`config.mk`:
```
export PLATFORM = sky130hd
export DESIGN_NAME = maze_builder
export DESIGN_NICKNAME = d
export VERILOG_FILES = /design/src/rtl/maze_builder_pkg.sv /design/src/rtl/lfsr16.sv /design/src/rtl/maze_builder.sv
export SDC_FILE = /design/constraint.sdc
export NUM_CORES = 1
export LEC_CHECK = 0
export ABC_CLOCK_PERIOD_IN_PS = 4480
export BUFFER_PORTS_ARGS = -buffer_cell sky130_fd_sc_hd__buf_2
export CAP_MARGIN = 20
export CELL_PAD_IN_SITES_DETAIL_PLACEMENT = 1
export CELL_PAD_IN_SITES_GLOBAL_PLACEMENT = 2
export CORE_AREA = 2 2 121 123
export DETAILED_ROUTE_END_ITERATION = 10
export DIE_AREA = 0 0 123 125
export HOLD_SLACK_MARGIN = 0.1
export PLACE_DENSITY = 0.89
export RECOVER_POWER = 25
export SYNTH_ARGS = -nofsm -noshare
export SYNTH_HDL_FRONTEND = slang
export SYNTH_SLANG_ARGS = --single-unit
```
`constraint.sdc`:
```
create_clock -name CLK -period 4.48 [get_ports CLK]
set_input_delay 0.896 -clock CLK [delete_from_list [all_inputs] [get_ports CLK]]
set_output_delay 0.896 -clock CLK [all_outputs]
set_load 0.005 [all_outputs]
```
`src/rtl/maze_builder_pkg.sv`:
```
`default_nettype none
// ============================================================================
// Module      : maze_builder_pkg
// Description : Shared geometry constants and FSM state type for the tank
//               arena maze generator.
//               Maze = 160x120 wall bitmap, stored as 5 x 32-bit words per
//               row, tiled as 20x15 coarse cells of 8x8 bits.
// Revision    : 1.0 - initial release
// ============================================================================
package maze_builder_pkg;

    localparam int MAZE_COLS     = 160;
    localparam int MAZE_ROWS     = 120;
    localparam int WORDS_PER_ROW = 5;
    localparam int CELL_BITS     = 8;
    localparam int COARSE_COLS   = 20;
    localparam int COARSE_ROWS   = 15;

    // An all-zero Galois LFSR is stuck forever, so a zero seed falls back here.
    localparam logic [15:0] LFSR_FALLBACK_SEED = 16'hACE1;

    typedef enum logic [2:0] {
        IDLE  = 3'd0,
        ROLL  = 3'd1,
        EMIT  = 3'd2,
        SPAWN = 3'd3,
        DONE  = 3'd4
    } maze_state_t;

endpackage
`default_nettype wire

```
`src/rtl/lfsr16.sv`:
```
`default_nettype none
// ============================================================================
// Module      : lfsr16
// Description : 16-bit Galois LFSR, taps 16,14,13,11 (right shift, mask
//               16'hB400). Reusable random source for maze and game logic.
// Ports       : CLK   in  1   clock
//               RESET in  1   synchronous active-low reset (loads seed)
//               load  in  1   reload seed
//               seed  in  16  seed value (0 replaced by 16'hACE1)
//               step  in  1   advance one state this cycle
//               q     out 16  current LFSR state
// Revision    : 1.0 - initial release
// ============================================================================
module lfsr16
    import maze_builder_pkg::*;
(
    input  logic        CLK,
    input  logic        RESET,
    input  logic        load,
    input  logic [15:0] seed,
    input  logic        step,
    output logic [15:0] q
);

    logic [15:0] r_q;
    logic [15:0] w_seed;
    logic [15:0] w_next;

    assign w_seed = (seed == 16'h0000) ? LFSR_FALLBACK_SEED : seed;
    assign w_next = {1'b0, r_q[15:1]} ^ (r_q[0] ? 16'hB400 : 16'h0000);

    always_ff @(posedge CLK) begin
        if (!RESET || load) begin
            r_q <= w_seed;
        end else if (step) begin
            r_q <= w_next;
        end
    end

    assign q = r_q;

endmodule
`default_nettype wire

```
`src/rtl/maze_builder.sv`:
```
`default_nettype none
// ============================================================================
// Module      : maze_builder
// Description : Builds a random tank-arena maze one coarse row at a time
//               (20 cycles rolling walls, 40 cycles writing 8 rows x 5 words)
//               and streams it into the 600-word maze wall store. Then picks
//               both tanks' spawn X positions and raises maze_ready.
// Ports       : CLK        in  1   system clock
//               RESET      in  1   synchronous active-low reset
//               start      in  1   pulse: (re)build a maze
//               maze_we    out 1   store write strobe
//               maze_waddr out 10  word address 0..599
//               maze_wdata out 32  wall bits, bit 31 = leftmost column
//               maze_ready out 1   complete maze in store
//               spawn_pos  out 20  [19:10] tank2 X px, [9:0] tank1 X px
//               busy       out 1   build in progress
// Revision    : 1.0 - initial release
// ============================================================================
module maze_builder
    import maze_builder_pkg::*;
#(
    parameter logic [15:0] SEED     = 16'hACE1,
    parameter logic [4:0]  H_THRESH = 5'd6,
    parameter logic [4:0]  V_THRESH = 5'd6
) (
    input  logic        CLK,
    input  logic        RESET,
    input  logic        start,
    output logic        maze_we,
    output logic [9:0]  maze_waddr,
    output logic [31:0] maze_wdata,
    output logic        maze_ready,
    output logic [19:0] spawn_pos,
    output logic        busy
);

    maze_state_t             r_state;
    maze_state_t             w_next_state;
    logic [3:0]              r_crow;
    logic [4:0]              r_cell;
    logic [2:0]              r_sub;
    logic [2:0]              r_word;
    logic [9:0]              r_addr;
    logic [COARSE_COLS-1:0]  r_hwall;
    logic [COARSE_COLS-1:0]  r_vwall;
    logic                    r_we;
    logic [9:0]              r_waddr;
    logic [31:0]             r_wdata;
    logic                    r_ready;
    logic                    r_busy;
    logic [19:0]             r_spawn;

    logic [15:0]             w_lfsr;
    logic                    w_lfsr_step;
    logic                    w_last_cell;
    logic                    w_last_word;
    logic [6:0]              w_row;
    logic [31:0]             w_word_bits;

    // Wall bits of one 32-column word. Coarse-cell walls only occupy the
    // last bit row/column of each 8x8 cell, so cell interiors stay open.
    function automatic logic [31:0] wall_word(
        input logic [6:0]             row,
        input logic [2:0]             word,
        input logic [COARSE_COLS-1:0] hwall,
        input logic [COARSE_COLS-1:0] vwall
    );
        logic [31:0] bits;
        logic [7:0]  col;
        logic        border_row;
        bits       = '0;
        border_row = (row == 7'd0) || (row == 7'(MAZE_ROWS - 1));
        for (int b = 0; b < 32; b++) begin
            col     = {word, 5'b00000} + 8'(31 - b);
            bits[b] = border_row
                   || (col == 8'd0)
                   || (col == 8'(MAZE_COLS - 1))
                   || ((row[2:0] == 3'd7) && hwall[col[7:3]])
                   || ((col[2:0] == 3'd7) && vwall[col[7:3]]);
        end
        return bits;
    endfunction

    lfsr16 u_lfsr (
        .CLK   (CLK),
        .RESET (RESET),
        .load  (1'b0),
        .seed  (SEED),
        .step  (w_lfsr_step),
        .q     (w_lfsr)
    );

    // Free-running in IDLE/DONE gathers entropy from start timing.
    assign w_lfsr_step = (r_state == IDLE) || (r_state == DONE) || (r_state == ROLL);
    assign w_last_cell = (r_cell == 5'(COARSE_COLS - 1));
    assign w_last_word = (r_sub == 3'(CELL_BITS - 1)) && (r_word == 3'(WORDS_PER_ROW - 1));
    assign w_row       = {r_crow, r_sub};
    assign w_word_bits = wall_word(w_row, r_word, r_hwall, r_vwall);

    always_ff @(posedge CLK) begin
        if (!RESET) begin
            r_state <= IDLE;
        end else begin
            r_state <= w_next_state;
        end
    end

    always_comb begin
        w_next_state = r_state;
        case (r_state)
            IDLE, DONE: w_next_state = r_state;
            ROLL:       if (w_last_cell) w_next_state = EMIT;
            EMIT:       if (w_last_word) w_next_state = (r_crow == 4'(COARSE_ROWS - 1)) ? SPAWN : ROLL;
            SPAWN:      w_next_state = DONE;
            default:    w_next_state = IDLE;
        endcase
        // A start always restarts the build, even mid-emit or on the final word.
        if (start) w_next_state = ROLL;
    end

    always_ff @(posedge CLK) begin
        if (!RESET) begin
            r_crow  <= '0;
            r_cell  <= '0;
            r_sub   <= '0;
            r_word  <= '0;
            r_addr  <= '0;
            r_hwall <= '0;
            r_vwall <= '0;
            r_we    <= 1'b0;
            r_waddr <= '0;
            r_wdata <= '0;
            r_ready <= 1'b0;
            r_busy  <= 1'b0;
            r_spawn <= '0;
        end else begin
            r_we <= 1'b0;
            if (start) begin
                // Aborting: the in-flight word is dropped and the store is
                // rewritten from address 0.
                r_crow  <= '0;
                r_cell  <= '0;
                r_sub   <= '0;
                r_word  <= '0;
                r_addr  <= '0;
                r_ready <= 1'b0;
                r_busy  <= 1'b1;
            end else begin
                case (r_state)
                    ROLL: begin
                        r_hwall[r_cell] <= ({1'b0, w_lfsr[3:0]} < H_THRESH);
                        r_vwall[r_cell] <= ({1'b0, w_lfsr[7:4]} < V_THRESH);
                        r_cell          <= w_last_cell ? 5'd0 : r_cell + 5'd1;
                    end
                    EMIT: begin
                        r_we    <= 1'b1;
                        r_waddr <= r_addr;
                        r_wdata <= w_word_bits;
                        r_addr  <= r_addr + 10'd1;
                        if (r_word == 3'(WORDS_PER_ROW - 1)) begin
                            r_word <= 3'd0;
                            r_sub  <= (r_sub == 3'(CELL_BITS - 1)) ? 3'd0 : r_sub + 3'd1;
                        end else begin
                            r_word <= r_word + 3'd1;
                        end
                        if (w_last_word && (r_crow != 4'(COARSE_ROWS - 1))) begin
                            r_crow <= r_crow + 4'd1;
                        end
                    end
                    SPAWN: begin
                        // Centre of a coarse cell: col*32 + 16 px.
                        r_spawn <= {5'(5'd12 + {2'b00, w_lfsr[5:3]}), 5'b10000,
                                    2'b00, w_lfsr[2:0], 5'b10000};
                    end
                    DONE: begin
                        r_ready <= 1'b1;
                        r_busy  <= 1'b0;
                    end
                    default: begin
                    end
                endcase
            end
        end
    end

    assign maze_we    = r_we;
    assign maze_waddr = r_waddr;
    assign maze_wdata = r_wdata;
    assign maze_ready = r_ready;
    assign spawn_pos  = r_spawn;
    assign busy       = r_busy;

endmodule
`default_nettype wire

```
# == Yosys cells after proc, flatten, opt, wreduce, memory -nomap -nowiden ==
# Cells that the tools add are included.
# totals
regBits,139
latchBits,0
ramBits,0
mem_bits_ro,0
inputBits,3
output_inout_bits,65
elab_cells,551
memories,0
# op_classes
n_addsub,37
multipliers,0
div,0
order_cmp,36
eq_ne,77
shift,0
mux,142
n_bitwise,4
n_reduce_logical,239
# op_table
op,n
$bmux W1 S5,62
$logic_not A8 Y1,32
$eq A8 B8 Y1 const B,31
$lt A5 B6 Y1 const B,33
$logic_or A1 B1 Y1,129
$add A8 B5 Y8 const B,16
$eq A3 B3 Y1 const B,34
$mux W1,68
$logic_and A1 B1 Y1,66
$add A8 B4 Y8 const B,8
$bwmux W20,2
$add A8 B3 Y8 const B,4
$add A8 B2 Y8 const B,2
$mux W16,1
$xor A15 B16 Y16,1
$mux W3,4
$pmux W3 S4,1
$add A10 B1 Y10 const B,1
$reduce_and A2 Y1,5
$add A8 B1 Y8 const B,1
$lt A4 B3 Y1 const B,2
$eq A7 B7 Y1 const B,1
$logic_not A7 Y1,1
$add A3 B1 Y3 const B,2
20 further kinds,28

# == Depth between registers and ports, before layout ==
# Gate-level depths: netlist of the first run.
# logic_depth
word_depth,6
mapped_depth,7
mapped_depth_nobuf,6

# == Hierarchy ==
# A second synthesis of the first run with hierarchy kept.
# hier_totals
hier_cells,559
area_unflattened_um2,5590.4
# modules_own_cells
module,n_inst,cells_per_inst,area_per_inst_um2,seq_area_each_um2
maze_builder,1,514,4835.9,1961.9
lfsr16,1,45,754.5,480.5

# == Worst setup path after synthesis of the first run ==
# Ideal clock, no wire load.
# synth_path
kind,input port to flip-flop
from,input port start
to,register r_wdata[0] (netlist: maze_wdata[0])
setup_ns,0.137
arrival_ns,1.844
t_required_ns,4.343
setup_slack_ns,2.499
stages,4
n_path_buf,0
path_cell_list,nor4b_2 o31ai_4 a2111oi_2 a31oi_1
# synth_between
elab_chain_len,2
# synth_lines
item,line,rtl
"start, declared",maze_builder.sv:28,"input logic start,"
$not A1 Y1 (no line),n/a,
$reduce_and A2 Y1 (no line),n/a,
"end signal, assigned",maze_builder.sv:158,r_wdata <= w_word_bits;
"end, declared",maze_builder.sv:48,logic [31:0] r_wdata;
# Every way passes these cells.
# A chain may end at the register's enable or synchronous reset.

# == Final worst setup path of the first run ==
# Ends and elaborated chain as after synthesis.

==> metrics.yaml, run 1 <==
max_cap_violations: 0
synth_cell_type_count: 53
peakVddDrop_mv: 0.2511
ant_nets: 0
p_per_area_nw_per_um2: 398.4
ys_top_cells_by_area: "dfxtp_1 42%, mux2i_1 11%, nor2b_1 6.1%"
rsz0062_at_grt: "no"
num-fill-cells: 1653
slew_headroom_pct: 29.76
utilization_pct: 43.79
crit_path_end_kind: "register"
synth_top_area_share_pct: 42.05
period_share_pct: 56.01
worst-setup-path-type: "input port to register"
cts.sinks: 114
portBuffers: 57
clk_path_buf_depth: 2
ctsRootBufferMaster: "clkbuf_16"
drc_errors: 0
gp_congestion: 0.7582
io_pins: 68
cts_buffers: 17
htree_levels: 4
multi_input_area_sq_um: 2750
path_cells: "clkbuf_1, nor4b_4, o31ai_4, a2111oi_2, a31oi_1"
crit_required_ps: 4760
final_cell_mix: "114 x dfxtp_1, 61 x nand2_1, 57 x mux2i_1, 53 x nor2b_1, 53 x buf_2"
crit_slowest_cell: "nor4b_4"
core_sq_um: 14200
ys_warn_count: 0
grt_pass1_vias: 4301
clock.fmax_ghz: 0.3985
slew_viol_final: 0
pre_cts_slack_ps: 1602
grt_pass1_wl_mm: 22.05
synthArstFlopShare_pct: 0
postSynthCellCount: 587
row_count: 44
syn_avg_cell_area_sq_um: 9.247
die_h_um: 125
track_usage_pct: 18.53
die_w_um: 123
antenna_found_initial: 0
start_util_pct: 38.21
cp.arrival_ps: 2790
cpPeakStageDelay_ps: 910
post_cts_buffers: 0
final_nets: 621
syn2layout_area_growth_pct: 14.59
hp-class: "register to register"
first_pass_iters: 4
dp_hpwl_mm: 8.915
cts_resized: 0
post_drt_wl_per_cell_um: 16.68
hold_buffers: 0
drive_gt1_share_pct: 17.48
vias: 4111
synth_area_sq_um: 5428
die_area_sq_um: 15380
setup_violations: 0
ys.flop_type: "dfxtp_1"
hold_viol: 0
finalSetupTns_ps: 0
critPathLaunchType: "input port"
yosysSeqAreaShare_pct: 42.05
grt_start_max_net_pins: 87
mostFrequentLayoutCell: "dfxtp_1"
p_leak_nw: 2.592
via_per_inst: 5.126
finClkSkew_ps: 4.910
grt-ovfl-total: 0
wirelength_mm: 13.37
first_iter_violations: 213
clk_latency_ps: 420
diodes: 0
synth_edf_count: 0
layout_setup_ws_ps: 1971
total_power_mw: 2.478
yosys.area.top_type: "dfxtp_1"
seq_area_sq_um: 2282
cts_tree: "built"
synth-seq-cells: 114
fin_crit_ps: 2509
worst_slew_pin_slew_ps: 1049
cp_max_fo: 21
status: "finished clean"
clk_pin_slew_ps: 50
## state kept, by name, summed over array words and instances (netlist names)
register    count
r_vwall        20
r_addr         10
u_lfsr.q       16
r_sub           3
maze_we         1
maze_wdata      9
r_hwall        20
r_cell          5
r_word          3
r_state         3
maze_waddr     10
r_crow          4
busy            1
maze_ready      1
spawn_pos       8
## power by group
| group | leakage (nW) | internal (mW) | switching [mW] | total (mW) |
|---|---|---|---|---|
| clock network | 0.297 | 0.907 | 0.464 | 1.37 |
| logic | 1.37 | 0.0257 | 0.0399 | 0.0656 |
| registers | 0.923 | 1.03 | 0.0128 | 1.04 |
## kinds of logic (layout without fill, tap and decap cells)
group | after synthesis | in the layout | share of synthesized area [%]
muxes | 60 | 60 | 11.76
DFF | 114 | 114 | 42.05
buffers and inverters | 82 | 104 | 8.322
adders and majority gates | 12 | 12 | 2.766
other | 1 | 10 | 0.06909
xor gates and xnor gates | 15 | 15 | 2.420
and+or+nand+nor | 222 | 222 | 22.71
AOI/OAI and AO/OA | 81 | 81 | 9.912
## critical path: cells and delay by family
| family | cells | cell delay (ps) |
|---|---|---|
| buffers and inverters | 1 | 200 |
| AO/OA/AOI/OAI | 3 | 780 |
| AND/OR/NAND/NOR | 1 | 910 |
## Yosys cell counts, types with 2 or more instances
cell       number
xnor2_1        11
o21ai_1         5
o21ai_0        17
nand4_1         7
a21oi_2         2
nor2b_1        53
nor3b_1         4
nand2b_1        6
nor3b_2         2
buf_1           2
xor2_1          4
a2111oi_2       3
inv_1          10
nor2_1         25
and3_1          5
and2_1          3
a211oi_1        3
nand3b_1        5
o22ai_1         5
a21boi_1       18
clkbuf_1       25
and4bb_1        2
or3b_1          2
buf_4          35
nand3_1        31
ha_1           12
a21oi_1        20
dfxtp_1       114
mux4_2          3
nor3_1          4
nand2_1        61
o211ai_1        2
mux2i_1        57
buf_2          10
## worst paths after layout
check,from,end,slack [ps],cells past startpoint
setup / recovery,start,maze_wdata[0],1970,5
hold / removal,maze_ready,maze_ready,450,2
setup reg to reg,r_state[1],maze_wdata[0],1990,4
hold reg to reg,maze_ready,maze_ready,450,2
## metal layers
metal  global-route usage (%)  wire length (um)
met4                    7.353               226
met3                    4.973               397
met5                        0                 0
met1                    21.36              5722
met2                    32.21              7028
## area by class of cell
| class | count | area share, % |
|---|---|---|
| multi-input combinational | 400 | 44.22 |
| inverter | 10 | 0.6035 |
| sequential | 114 | 36.69 |
| clock buffer | 20 | 7.504 |
| clock inverter | 11 | 2.173 |
| timing repair buffer | 63 | 5.110 |
| tap | 184 | 3.701 |
## per-stage QoR
step	std cells	instance area (sq um)	hold WS [ps]
4_1_cts	801	6231	453.9
6_report	802	6220	448.0
3_5_place_dp	770	5629	444.6
3_3_place_gp	770	5629	434.8
2_1_floorplan	596	5461	430.7
5_1_grt	802	6220	473.2
(Power assumes the default switching activity.)
==> run 2: changes to the inputs <==
Settings changed: ABC_AREA set to 1, ABC_CLOCK_PERIOD_IN_PS 4480 to 2200, CORE_AREA 2 2 121 123 to 2 2 135 137, DIE_AREA 0 0 123 125 to 0 0 137 139, PLACE_DENSITY 0.89 to 0.79.
Clock period 4.48 ns to 2.2 ns, I/O delays scaled along.
==> run 2 against run 1 <==
Against the previous run: flip-flop and latch count did not move; core utilization fell by 9.4 points; non-clock buffer count rose by 4; cell area fell by 2.4%; clock-buffer cell count fell by 1; sequential power rose by 110%; wire length rose by 2.4%; highest routed layer unchanged.
==> metrics.yaml, run 2 <==
grt_pass1_wl_mm: 22.99  # +4.3%
finalSetupTns_ps: 0  # unchanged
first_iter_violations: 198  # -7.0%
drive_gt1_share_pct: 17.57  # +0.090 points
vias: 4393  # +6.9%
yosysSeqAreaShare_pct: 43.86  # +1.8 points
grt-ovfl-total: 0  # unchanged
r2r-start: "r_word[1]"
die_area_sq_um: 19040  # +24%
worstHoldStart: "start"
gp_congestion: 0.7655  # +0.96%
cp.arrival_ps: 2240  # -550 ps
ys_top_cells_by_area: "dfxtp_1 44%, nand2_1 7.5%, o21ai_0 7.4%"
post_cts_buffers: 0  # unchanged
grt_start_max_net_pins: 43  # -51%
startpoint: "r_word[1]"
mostFrequentLayoutCell: "dfxtp_1"
num-fill-cells: 2217  # +34%
slew_viol_final: 0  # unchanged
synth_cell_type_count: 33  # -38%
setup_violations: 0  # unchanged
syn_avg_cell_area_sq_um: 7.698  # -17%
period_share_pct: 88.04
crit_family: "simple AND/OR/NAND/NOR gates"
p_per_area_nw_per_um2: 860.8  # +120%
path_cells: "inv_1, ha_1, nand2_1, nor2_1, nand3_1, inv_1, nand3_1, nand2_1, a21oi_1"
cts_tree: "built"
critPathLaunchType: "register"
dp_hpwl_mm: 9.750  # +9.4%
portBuffers: 57  # unchanged
peakVddDrop_mv: 0.5888  # +130%
crit_required_ps: 2510  # -2250 ps
cts_resized: 0  # unchanged
worst-setup-path-type: "register to register"
htree_levels: 4  # unchanged
cp_max_fo: 11  # -48%
cts_buffers: 17  # unchanged
p_leak_nw: 2.579  # -0.50%
synth-seq-cells: 114  # unchanged
ant_nets: 0  # unchanged
post_drt_wl_per_cell_um: 14.39  # -14%
hp-class: "input port to register"
crit_slowest_cell: "dfxtp_1"
ctsRootBufferMaster: "clkbuf_16"
crit_path_end_kind: "register"
utilization_pct: 34.38  # -9.4 points
yosys-top-cells-count: "114 x dfxtp_1, 104 x nand2_1, 77 x o21ai_0"
ys.flop_type: "dfxtp_1"
clk_latency_ps: 420  # about the same
antenna_found_initial: 0  # unchanged
io_pins: 68  # unchanged
status: "finished clean"
diodes: 0  # unchanged
finClkSkew_ps: 5.406  # +0.4954 ps
synthMostInstantiatedCell: "dfxtp_1"
synth_edf_count: 0  # unchanged
synthArstFlopShare_pct: 0  # unchanged
core_sq_um: 17660  # +24%
clk_pin_slew_ps: 50  # about the same
hold_buffers: 0  # unchanged
synth_top_area_share_pct: 43.86  # +1.8 points
via_per_inst: 4.614  # -10%
final_cell_mix: "114 x dfxtp_1, 104 x nand2_1, 77 x o21ai_0, 73 x a21oi_1, 71 x nor2_1"
hold_viol: 0  # unchanged
cts.sinks: 114  # unchanged
fin_crit_ps: 1937
start_util_pct: 29.47  # -8.7 points
row_count: 49  # +11%
ys_warn_count: 0  # unchanged
die_w_um: 137  # +11%
yosys.area.top_type: "dfxtp_1"
crit_buf_inv: 2  # +1
final_nets: 725  # +17%
cpPeakStageDelay_ps: 420  # -490 ps
track_usage_pct: 15.36  # -3.2 points
postSynthCellCount: 676  # +15%
die_h_um: 139  # +11%
syn2layout_area_growth_pct: 16.64
clock.fmax_ghz: 0.5163
wirelength_mm: 13.70  # +2.4%
drc_errors: 0  # unchanged
max_cap_violations: 0  # unchanged
grt_pass1_vias: 4535  # +5.4%
pre_cts_slack_ps: 280.2  # -1322 ps
layout_setup_ws_ps: 263.2  # -1708 ps
clk_path_buf_depth: 2  # unchanged
synth_area_sq_um: 5204  # -4.1%
first_pass_iters: 4  # unchanged
rsz0062_at_grt: "no"
-- run 2: changes by cell type in the layout (fill, tap and decap cells not counted), moves of 7 or more --
cell	delta
nor2b_1	-53
nand2_1	+43
nor2_1	+46
nor2_2	+16
a211oi_1	+7
mux2i_1	-57
a21boi_1	-12
xnor2_1	-8
nand3_1	+10
o21ai_0	+60
a21oi_1	+55
inv_1	+39
-- run 2: metrics by stage --
stage / power (mW) / instances / hold WS [ps] / cell area, sq um
2_1_floorplan: 2.371 / 685 / 425.2 / 5238
3_3_place_gp: 2.427 / 920 / 436.5 / 5498
3_5_place_dp: 2.440 / 920 / 456.4 / 5498
4_1_cts: 5.298 / 952 / 407.2 / 6110
5_1_grt: 5.431 / 952 / 414.1 / 6070
6_report: 5.225 / 952 / 402.5 / 6070
-- run 2: kinds of logic after synthesis --
| group | count (synthesis) | share of synthesized area [%] |
|---|---|---|
| adders and majority gates | 12 | 2.885 |
| DFF | 114 | 43.86 |
| AOI/OAI and AO/OA | 167 | 16.78 |
| and+or+nand+nor | 256 | 23.61 |
| xor gates and xnor gates | 7 | 1.178 |
| buffers and inverters | 119 | 11.61 |
| other | 1 | 0.07206 |
-- run 2: layout make-up --
class / count / area [sq um] / share of cell area [%]
Clock buffer: 19 / 452.9 / 7.462
Inverter: 58 / 217.7 / 3.587
Timing Repair Buffer: 67 / 347.8 / 5.731
Tap cell: 229 / 286.5 / 4.721
Multi-Input combinational cell: 452 / 2323 / 38.28
Clock inverter: 13 / 158.9 / 2.618
Sequential cell: 114 / 2282 / 37.60
-- run 2: final timing paths --
check / slack, ps / endpoint / cells after the start
worst max-delay path: 260 / r_crow[2] / 9
worst min-delay path: 400 / r_state[0] / 3
worst max register to register: 260 / r_crow[2] / 9
worst min register to register: 470 / r_vwall[10] / 2
-- run 2: layer usage --
metal / up-vias / global-route usage, % / routed length (um)
met5: - / 0 / 0
met4: 0 / 4.883 / 161
met3: 10 / 4.130 / 452
met2: 45 / 25.37 / 6855
met1: 2104 / 19.34 / 6231
li1: 2234 / - / -
-- run 2: power by group --
part           leakage (nW)  total (mW)  internal [mW]  switching, mW
Sequential            0.924        2.15           2.11         0.0350
Clock                 0.295        2.84           1.84           1.00
Combinational          1.36       0.238         0.0732          0.165
Total                  2.58        5.22           4.02           1.20
-- run 2: worst reg2reg max path, delay by kind of cell, from the launching register on --
family | cells | cell delay [ps]
buffers and inverters | 2 | 490
and+or+nand+nor | 5 | 590
adders and majority gates | 1 | 280
DFF | 1 | 420
AOI/OAI and AO/OA | 1 | 40
